--- src/rtl/pipe_ctrl_chain_pkg.sv ---
// Shared constants and stage-entry layout for the control pipeline chain.
package pipe_pkg;
  localparam int XZR       = 31;
  localparam int DEF_REGW  = 5;
  localparam int DEF_WIDTH = 64;

  typedef struct packed {
    logic                 valid;
    logic                 wr;
    logic [DEF_REGW-1:0]  rd;
    logic [DEF_WIDTH-1:0] data;
  } stage_entry_t;
endpackage

--- src/rtl/pipe_ctrl_chain_if.sv ---
// Handshake, control and observation signals of the pipeline chain.
interface pipe_ctrl_chain_if #(
  parameter int WIDTH = 64,
  parameter int DEPTH = 4,
  parameter int REGW  = 5
);
  localparam int SW = $clog2(DEPTH);
  localparam int CW = $clog2(DEPTH + 1);

  logic             in_valid;
  logic [WIDTH-1:0] in_data;
  logic [REGW-1:0]  in_rd;
  logic             in_wr;
  logic             in_ready;
  logic [DEPTH-1:0] stall_req;
  logic             flush;
  logic [SW-1:0]    flush_stage;
  logic [REGW-1:0]  Aa;
  logic [REGW-1:0]  Ab;
  logic [CW-1:0]    fwdA;
  logic [CW-1:0]    fwdB;
  logic             out_valid;
  logic [WIDTH-1:0] out_data;
  logic [REGW-1:0]  out_rd;
  logic             out_wr;
  logic [DEPTH-1:0] stage_valid;
  logic [CW-1:0]    occupancy;
  logic [31:0]      stall_cycles;

  modport master (
    output in_valid, in_data, in_rd, in_wr, stall_req, flush, flush_stage, Aa, Ab,
    input  in_ready, fwdA, fwdB, out_valid, out_data, out_rd, out_wr,
           stage_valid, occupancy, stall_cycles
  );

  modport slave (
    input  in_valid, in_data, in_rd, in_wr, stall_req, flush, flush_stage, Aa, Ab,
    output in_ready, fwdA, fwdB, out_valid, out_data, out_rd, out_wr,
           stage_valid, occupancy, stall_cycles
  );
endinterface

--- src/rtl/pipe_ctrl_chain_stage.sv ---
// One pipeline entry register: clear beats hold, hold beats bubble, bubble beats load.
module pipe_stage import pipe_pkg::*; #(
  parameter int WIDTH = DEF_WIDTH,
  parameter int REGW  = DEF_REGW
) (
  input  logic             clk,
  input  logic             reset,
  input  logic             hold,
  input  logic             bubble,
  input  logic             clear,
  input  logic             ld_valid,
  input  logic             ld_wr,
  input  logic [REGW-1:0]  ld_rd,
  input  logic [WIDTH-1:0] ld_data,
  output logic             q_valid,
  output logic             q_wr,
  output logic [REGW-1:0]  q_rd,
  output logic [WIDTH-1:0] q_data
);
  always_ff @(posedge clk) begin
    if (!reset) begin
      q_valid <= 1'b0;
      q_wr    <= 1'b0;
      q_rd    <= '0;
      q_data  <= '0;
    end else begin
      if (clear || (bubble && !hold))
        q_valid <= 1'b0;
      else if (!hold)
        q_valid <= ld_valid;
      // Payload of a bubble is left stale; only the valid bit matters.
      if (!hold && !bubble) begin
        q_wr   <= ld_wr;
        q_rd   <= ld_rd;
        q_data <= ld_data;
      end
    end
  end
endmodule

--- src/rtl/pipe_ctrl_chain.sv ---
// In-order pipeline chain with per-stage stall, partial flush and register forwarding lookup.
module pipe_ctrl_chain import pipe_pkg::*; #(
  parameter int WIDTH = DEF_WIDTH,
  parameter int DEPTH = 4,
  parameter int REGW  = DEF_REGW
) (
  input logic clk,
  input logic reset,
  pipe_ctrl_chain_if.slave bus
);
  localparam int CW = $clog2(DEPTH + 1);

  logic [DEPTH-1:0] hold, bubble, clear;
  logic [DEPTH-1:0] sv, sw;
  logic [REGW-1:0]  srd  [DEPTH];
  logic [WIDTH-1:0] sdat [DEPTH];
  logic             in_ready_c;
  logic [CW-1:0]    occ, fwd_a, fwd_b;
  logic [31:0]      stall_cnt_q;

  assign in_ready_c = (bus.stall_req == '0);

  // A stage holds when it or any older stage requests a stall.
  always_comb begin
    hold   = '0;
    bubble = '0;
    clear  = '0;
    for (int i = 0; i < DEPTH; i++) begin
      hold[i]  = |(bus.stall_req >> i);
      clear[i] = bus.flush && (i <= int'(bus.flush_stage));
    end
    for (int i = 1; i < DEPTH; i++)
      bubble[i] = hold[i-1] && !hold[i];
  end

  for (genvar i = 0; i < DEPTH; i++) begin : g_stage
    logic             l_valid, l_wr;
    logic [REGW-1:0]  l_rd;
    logic [WIDTH-1:0] l_data;
    if (i == 0) begin : g_head
      assign l_valid = bus.in_valid && in_ready_c;
      assign l_wr    = bus.in_wr;
      assign l_rd    = bus.in_rd;
      assign l_data  = bus.in_data;
    end else begin : g_body
      assign l_valid = sv[i-1];
      assign l_wr    = sw[i-1];
      assign l_rd    = srd[i-1];
      assign l_data  = sdat[i-1];
    end
    pipe_stage #(.WIDTH(WIDTH), .REGW(REGW)) u_stage (
      .clk     (clk),
      .reset   (reset),
      .hold    (hold[i]),
      .bubble  (bubble[i]),
      .clear   (clear[i]),
      .ld_valid(l_valid),
      .ld_wr   (l_wr),
      .ld_rd   (l_rd),
      .ld_data (l_data),
      .q_valid (sv[i]),
      .q_wr    (sw[i]),
      .q_rd    (srd[i]),
      .q_data  (sdat[i])
    );
  end

  // Scan oldest to youngest so the youngest matching producer wins.
  always_comb begin
    occ   = '0;
    fwd_a = '0;
    fwd_b = '0;
    for (int i = DEPTH - 1; i >= 0; i--) begin
      occ = occ + CW'(sv[i]);
      if (sv[i] && sw[i] && srd[i] == bus.Aa) fwd_a = CW'(i + 1);
      if (sv[i] && sw[i] && srd[i] == bus.Ab) fwd_b = CW'(i + 1);
    end
    if (bus.Aa == REGW'(XZR)) fwd_a = '0;
    if (bus.Ab == REGW'(XZR)) fwd_b = '0;
  end

  always_ff @(posedge clk) begin
    if (!reset)
      stall_cnt_q <= '0;
    else if ((bus.stall_req != '0) && (stall_cnt_q != 32'hFFFF_FFFF))
      stall_cnt_q <= stall_cnt_q + 32'd1;
  end

  assign bus.in_ready     = in_ready_c;
  assign bus.fwdA         = fwd_a;
  assign bus.fwdB         = fwd_b;
  assign bus.out_valid    = sv[DEPTH-1];
  assign bus.out_wr       = sw[DEPTH-1];
  assign bus.out_rd       = srd[DEPTH-1];
  assign bus.out_data     = sdat[DEPTH-1];
  assign bus.stage_valid  = sv;
  assign bus.occupancy    = occ;
  assign bus.stall_cycles = stall_cnt_q;
endmodule

--- src/flat_wrapper.sv ---
// flat-port wrapper written by rule: the top's interface ports become plain ports
module pipe_ctrl_chain_flat import pipe_pkg::*;
#(
  parameter int WIDTH = DEF_WIDTH,
  parameter int DEPTH = 4,
  parameter int REGW  = DEF_REGW
)
  (clk, reset, bus_in_valid, bus_in_data, bus_in_rd, bus_in_wr, bus_stall_req, bus_flush, bus_flush_stage, bus_Aa, bus_Ab, bus_in_ready, bus_fwdA, bus_fwdB, bus_out_valid, bus_out_data, bus_out_rd, bus_out_wr, bus_stage_valid, bus_occupancy, bus_stall_cycles);
  pipe_ctrl_chain_if #(.WIDTH(WIDTH), .DEPTH(DEPTH), .REGW(REGW)) bus_i ();
  input logic clk;
  input logic reset;
  input wire logic [$bits(bus_i.in_valid)-1:0] bus_in_valid;
  input wire logic [$bits(bus_i.in_data)-1:0] bus_in_data;
  input wire logic [$bits(bus_i.in_rd)-1:0] bus_in_rd;
  input wire logic [$bits(bus_i.in_wr)-1:0] bus_in_wr;
  input wire logic [$bits(bus_i.stall_req)-1:0] bus_stall_req;
  input wire logic [$bits(bus_i.flush)-1:0] bus_flush;
  input wire logic [$bits(bus_i.flush_stage)-1:0] bus_flush_stage;
  input wire logic [$bits(bus_i.Aa)-1:0] bus_Aa;
  input wire logic [$bits(bus_i.Ab)-1:0] bus_Ab;
  output wire logic [$bits(bus_i.in_ready)-1:0] bus_in_ready;
  output wire logic [$bits(bus_i.fwdA)-1:0] bus_fwdA;
  output wire logic [$bits(bus_i.fwdB)-1:0] bus_fwdB;
  output wire logic [$bits(bus_i.out_valid)-1:0] bus_out_valid;
  output wire logic [$bits(bus_i.out_data)-1:0] bus_out_data;
  output wire logic [$bits(bus_i.out_rd)-1:0] bus_out_rd;
  output wire logic [$bits(bus_i.out_wr)-1:0] bus_out_wr;
  output wire logic [$bits(bus_i.stage_valid)-1:0] bus_stage_valid;
  output wire logic [$bits(bus_i.occupancy)-1:0] bus_occupancy;
  output wire logic [$bits(bus_i.stall_cycles)-1:0] bus_stall_cycles;
  assign bus_i.in_valid = bus_in_valid;
  assign bus_i.in_data = bus_in_data;
  assign bus_i.in_rd = bus_in_rd;
  assign bus_i.in_wr = bus_in_wr;
  assign bus_i.stall_req = bus_stall_req;
  assign bus_i.flush = bus_flush;
  assign bus_i.flush_stage = bus_flush_stage;
  assign bus_i.Aa = bus_Aa;
  assign bus_i.Ab = bus_Ab;
  assign bus_in_ready = bus_i.in_ready;
  assign bus_fwdA = bus_i.fwdA;
  assign bus_fwdB = bus_i.fwdB;
  assign bus_out_valid = bus_i.out_valid;
  assign bus_out_data = bus_i.out_data;
  assign bus_out_rd = bus_i.out_rd;
  assign bus_out_wr = bus_i.out_wr;
  assign bus_stage_valid = bus_i.stage_valid;
  assign bus_occupancy = bus_i.occupancy;
  assign bus_stall_cycles = bus_i.stall_cycles;
  pipe_ctrl_chain #(.WIDTH(WIDTH), .DEPTH(DEPTH), .REGW(REGW)) u_core (.clk(clk), .reset(reset), .bus(bus_i));
endmodule
--- config.mk ---
export PLATFORM = sky130hd
export DESIGN_NAME = pipe_ctrl_chain_flat
export DESIGN_NICKNAME = d
export VERILOG_FILES = /design/src/rtl/pipe_ctrl_chain_pkg.sv /design/src/rtl/pipe_ctrl_chain_if.sv /design/src/rtl/pipe_ctrl_chain_stage.sv /design/src/rtl/pipe_ctrl_chain.sv /design/src/flat_wrapper.sv
export SDC_FILE = /design/constraint.sdc
export NUM_CORES = 1
export LEC_CHECK = 0
export ABC_AREA = 1
export ABC_CLOCK_PERIOD_IN_PS = 1900
export CAP_MARGIN = 20
export CORE_MARGIN = 4
export CORE_UTILIZATION = 53
export DETAILED_ROUTE_END_ITERATION = 8
export GPL_ROUTABILITY_DRIVEN = 0
export PLACE_DENSITY = 0.76
export SLEW_MARGIN = 30
export SYNTH_ARGS = -nofsm -noshare
export SYNTH_HDL_FRONTEND = slang
export SYNTH_SLANG_ARGS = --single-unit
--- constraint.sdc ---
create_clock -name clk -period 1.9 [get_ports clk]
set_input_delay 0.19 -clock clk [delete_from_list [all_inputs] [get_ports clk]]
set_output_delay 0.19 -clock clk [all_outputs]
set_load 0.02 [all_outputs]
* Word-level counts from Yosys, hierarchy flattened
Cells that the tools add are included.
** Storage, ports and cells
- Bits of input ports :: 90
- Bits in registers :: 316
- Output and inout bits :: 117
** Operators by class
- $add $sub $neg :: 4
- Reduce and logical (&&, ||, !) cells :: 44
- Bitwise gates (word level) :: 1
- Order comparisons :: 3
- Equal/unequal tests :: 11
- Muxes and demuxes :: 10
** Operator list (number)
- $eq A5 B5 Y1 :: 8
- $add A32 B1 Y32 const B :: 1
- $ne A32 B32 Y1 const B :: 1
- $mux W3 :: 10
- $logic_and A1 B1 Y1 :: 26
- $eq A5 B5 Y1 const B :: 2
- $reduce_or A2 Y1 :: 5
- $add A3 B1 Y3 :: 2
- $logic_not A1 Y1 :: 6
- $le A2 B2 Y1 const A :: 2
- $logic_not A4 Y1 :: 1
- $reduce_bool A4 Y1 :: 1
- $reduce_or A4 Y1 :: 1
- $logic_or A1 B1 Y1 :: 3
- $reduce_or A3 Y1 :: 1
- $add A1 B1 Y2 :: 1
- $le A1 B2 Y1 const A :: 1
- $not A1 Y1 :: 1

* Longest topological paths before layout
- Word-level depth :: 7
- Mapped depth :: 10
- Gate-level depth less buffers :: 10

* Modules after synthesis
From an unflattened synthesis, not the netlist that was laid out.
** Unflattened totals
- Cells, all modules :: 2319
- Area total of the unflattened synthesis :: 14407.6 um^2
** By module, submodules not included
- pipe_stage :: instances 4, area an instance 2899.0 um^2, sequential area each 1421.4 um^2, cells an instance 453
- pipe_ctrl_chain :: instances 1, area an instance 2811.4 um^2, sequential area each 640.6 um^2, cells an instance 507

* Worst setup path before layout
Ideal clock, no wire load.
- Path type :: register to register
- From :: register u_core.stall_cnt_q[1], in the netlist u_core.bus.stall_cycles[1]
- To :: register u_core.stall_cnt_q[29], in the netlist u_core.bus.stall_cycles[29]
- Arrival :: 1.605 ns
- Setup slack :: 0.179 ns
- Path buffers :: 1
- Library setup time :: 0.115 ns
- Stages on the path, launching flop included :: 10
- Clock period less this slack :: 1.721 ns
- Cells stage by stage :: dfxtp_1 > ha_1 > nand2_1 > nor2_4 > nand2_2 > nor2_4 > nand3_4 > buf_4 > a21oi_1 > nor2_1
** On the way
- Longest elaborated chain between the ends :: 2
** Ends and longest elaborated chain
- from (decl) :: line pipe_ctrl_chain.sv:19 : logic [31:0] stall_cnt_q;
- from (signal assigned) :: line pipe_ctrl_chain.sv:86 : stall_cnt_q <= stall_cnt_q + 32'd1;
- branches (longest 2 deep; another with $add A32 B1 Y32)
Several ways; the timed one is not identified.
A chain may end at the register's enable or synchronous reset.

* Final worst setup path
- From :: register u_core.g_stage[3].u_stage.q_valid
- To :: output port bus_occupancy[1]
** On the way
- Longest elaborated chain between the ends :: 3
** Ends and longest elaborated chain
- from (decl) :: line pipe_ctrl_chain_stage.sv:15 : output logic q_valid,
- from (signal assigned) :: line pipe_ctrl_chain_stage.sv:30 : q_valid <= ld_valid;
- $add A1 B1 Y2 :: line pipe_ctrl_chain.sv:74 : occ = occ + CW'(sv[i]);
- $add A3 B1 Y3 (2 in series) :: line pipe_ctrl_chain.sv:74
- to (decl) :: line flat_wrapper.sv:29 : output wire logic [$bits(bus_i.occupancy)-1:0] bus_occupancy;
No other way between the ends.

==> results <==
per-stage QoR:
step	worst slack (ns)	cells	hold slack, ns
4_1_cts	-0.228	2219	0.0827
6_report	-0.148	2230	0.108
2_1_floorplan	0.179	1694	0.269
3_5_place_dp	-0.421	2164	0.464
3_3_place_gp	-0.329	2164	0.456
5_1_grt	-0.301	2230	0.109
kinds of logic after synthesis:
group / after synthesis / synth area share [%]
compound gates: 345 / 14.1
xor+xnor: 20 / 1.42
fa+ha+maj: 4 / 0.466
buf+inv: 160 / 5.64
flops: 316 / 51.2
simple gates: 849 / 27.2
placed cells by master, fill, tap and decap left out, types with 9 or more instances in the layout:
| cell | Yosys | layout |
|---|---|---|
| a21oi_1 | 49 | 47 |
| buf_12 | 0 | 14 |
| buf_4 | 15 | 53 |
| clkbuf_1 | 69 | 12 |
| clkbuf_16 | 0 | 31 |
| clkdlybuf4s50_1 | 0 | 192 |
| dfxtp_1 | 316 | 303 |
| dfxtp_2 | 0 | 10 |
| inv_1 | 49 | 45 |
| inv_2 | 6 | 10 |
| nand2_1 | 132 | 128 |
| nand3_1 | 38 | 38 |
| nand4_1 | 16 | 16 |
| nor2_1 | 636 | 632 |
| o21ai_0 | 288 | 288 |
| xnor2_1 | 11 | 11 |
| xor2_1 | 9 | 9 |
power by group through the flow:
stage                     logic [uW]  registers, uW  clock network [uW]
after floorplan                  638           7280                   0
after global placement          1360           7190                   0
after detailed placement        1380           7200                   0
after CTS                       1400           7060                5860
after global routing            1540           7090                6150
final                           1400           7060                5750
state kept, by name, summed over array words and instances (netlist names):
| register | count |
|---|---|
| u_core.g_stage.u_stage.q_wr | 4 |
| u_core.g_stage.u_stage.q_valid | 4 |
| u_core.g_stage.u_stage.q_rd | 20 |
| u_core.bus.stall_cycles | 32 |
| u_core.g_stage.u_stage.q_data | 256 |
final cells by class:
| cell class | instances | area (um2) | share of cell area, % |
|---|---|---|---|
| multi-input cells | 1218 | 5440 | 33.9 |
| repair buffers | 269 | 2710 | 16.9 |
| inverters | 55 | 206 | 1.29 |
| clock inverters | 7 | 63.8 | 0.397 |
| well taps | 313 | 392 | 2.44 |
| clock buffers | 48 | 890 | 5.54 |
| flip-flops and latches | 316 | 6350 | 39.5 |
| diodes | 4 | 10.0 | 0.0623 |
repair_timing:
item	in CTS	in global routing
setup buffers	0	7
resized for setup	59	33
setup endpoints to repair	10	18
pin swaps	5	20
routing by layer:
layer  up-vias  track usage (%)
li1       5840                -
met1      5217             31.9
met2       375             39.1
met3        79             3.16
met4         0             8.53
met5         -                0
path summary, 6_finish.rpt:
path	from	end	slack (ns)	depth (start not counted)
worst max-delay path	u_core.g_stage[3].u_stage.q_valid	bus_occupancy[1]	-0.15	4
worst min-delay path	reset	u_core.g_stage[0].u_stage.q_data[49]	0.11	3
worst max register to register	u_core.bus.stall_cycles[0]	u_core.bus.stall_cycles[20]	0.17	9
worst min register to register	u_core.g_stage[0].u_stage.q_data[41]	u_core.g_stage[0].u_stage.q_data[41]	0.47	2
worst max-delay path, delay by kind of cell, from the launching register on:
| kind | cells | cell delay [ns] |
|---|---|---|
| fa+ha+maj | 3 | 0.86 |
| buf+inv | 1 | 0.11 |
| flops | 1 | 0.34 |
==> impl_metrics.py <==
metrics = {
    "logic_synthesis": {
        "synth_area_mm2": 0.0124,
        "synth_nets": 1788,
        "yosysMostFrequentCell": "nor2_1",
        "syn_inst": 1694,
        "ys_warn_count": 0,
        "synthTopCellsByCount": "nor2_1, dfxtp_1, o21ai_0",
        "ys_async_sr_fraction_pct": 0,
        "synth_largest_area_cell": "dfxtp_1",
        "ys_top_cells_by_area": "dfxtp_1, nor2_1, o21ai_0, nand2_1, clkbuf_1",
        "synth.distinct_cells": 34,
        "synth-edff-count": 0,
        "synth_top_area_share_pct": 51.2,
        "avgSynthCellArea_um2": 7.30,
        "synth-seq-area-share_pct": 51.2,
        "synth_seq_cells": 316,
        "synth_ff_type": "dfxtp_1",
    },
    "timing": {
        "layout_setup_ws_ns": -0.148,
        "hold_violations": 0,
        "rsz0062_at_grt": "yes",
        "setup_tns_ns": -0.740,
        "setup_viol": 9,
        "fmax_ghz": 0.488,
        "period_share_pct": 108,
        "slew_viol_final": 0,
        "worst_pin_slew_ns": 0.531,
        "skew_ns": 0.0126,
        "min_period_ns": 2.05,
        "maxSlewHeadroom_pct": 64.6,
    },
    "cells_and_area": {
        "stdcell_area_mm2": 0.0161,
        "n_fill_cell": 1890,
        "areaGrowthSynthToFinish_pct": 30.0,
        "fin_nets": 1985,
        "fin_util_pct": 70.5,
        "drive_gt1_share_pct": 8.89,
    },
    "detailed_routing": {
        "final_antenna_net_count": 0,
        "num_vias": 11500,
        "route.layer.met1.wl_um": 14300,
        "dr_wl_met3_um": 1980,
        "routed_wl_um": 32200,
        "drt_first_pass_iters": 7,
        "routed_via_density": 5.16,
        "top_layer_used": "met4",
        "route.detailed.drc": 0,
        "avgRoutedWirePerCell_um": 14.4,
        "drtIter0Drc": 944,
        "wl_met2_um": 14900,
    },
    "global_routing": {
        "grt_max_degree": 132,
        "overflow": 0,
        "grt_util_all_layers_pct": 23.6,
        "antenna_found_initial": 4,
        "grt_pass1_vias": 10600,
        "grt_pass1_wl_um": 52200,
    },
    "floorplan": {
        "start_util_pct": 54.3,
        "fp.dieW_um": 161,
        "num_rows": 55,
        "core-area_mm2": 0.0228,
        "die_h_um": 161,
        "ios": 207,
        "dieArea_mm2": 0.0258,
    },
    "pwr": {
        "ir_worst_vdd_v": 0.000809,
        "leakagePower_uw": 0.00663,
        "p_int_uw": 10900,
        "pwr-share-seq_pct": 49.7,
        "comb_power_share_pct": 9.9,
        "power_density_mw_per_mm2": 884,
        "total_power_uw": 14200,
        "power.switching_uw": 3330,
        "clkPwrFrac_pct": 40.5,
        "swShare_pct": 23.5,
    },
    "worst_setup_path": {
        "worst_path_max_delay_cell": "fa_2",
        "crit_type": "reg -> out",
        "critPathRequiredTime_ns": 1.71,
        "crit_fanout": 2,
        "cp_cell_sequence": "ha_4 > fa_2 > ha_4 > buf_6",
        "crit_top_cell": "ha_4",
        "arrival_ns": 1.86,
        "start_kind": "flop",
        "crit_path_end_kind": "output port",
        "crit_path_max_incr_delay_ns": 0.36,
    },
    "cts": {
        "cts_buffers": 31,
        "insertion_delay_ns": 0.54,
        "root_buffer": "clkbuf_16",
        "cts_tree": "done",
        "h-tree-depth": 1,
        "cts_hold_buffers": 0,
        "ctsLongestPathBuffers": 3,
        "clk_pin_slew_ns": 0.06,
        "cts.sinks": 316,
    },
    "place": {
        "io_buffers": 206,
        "postPlaceCellArea_mm2": 0.0149,
        "dpl.hpwl_um": 20700,
    },
    "status": {
        "violations": "negative setup slack",
        "status": "finished, violations left",
    },
    "job": {
        "cap_violations": 0,
    },
    "min_path": {
        "hold_path.class": "in -> reg",
    },
}
Power figures use the tool's default switching activity.
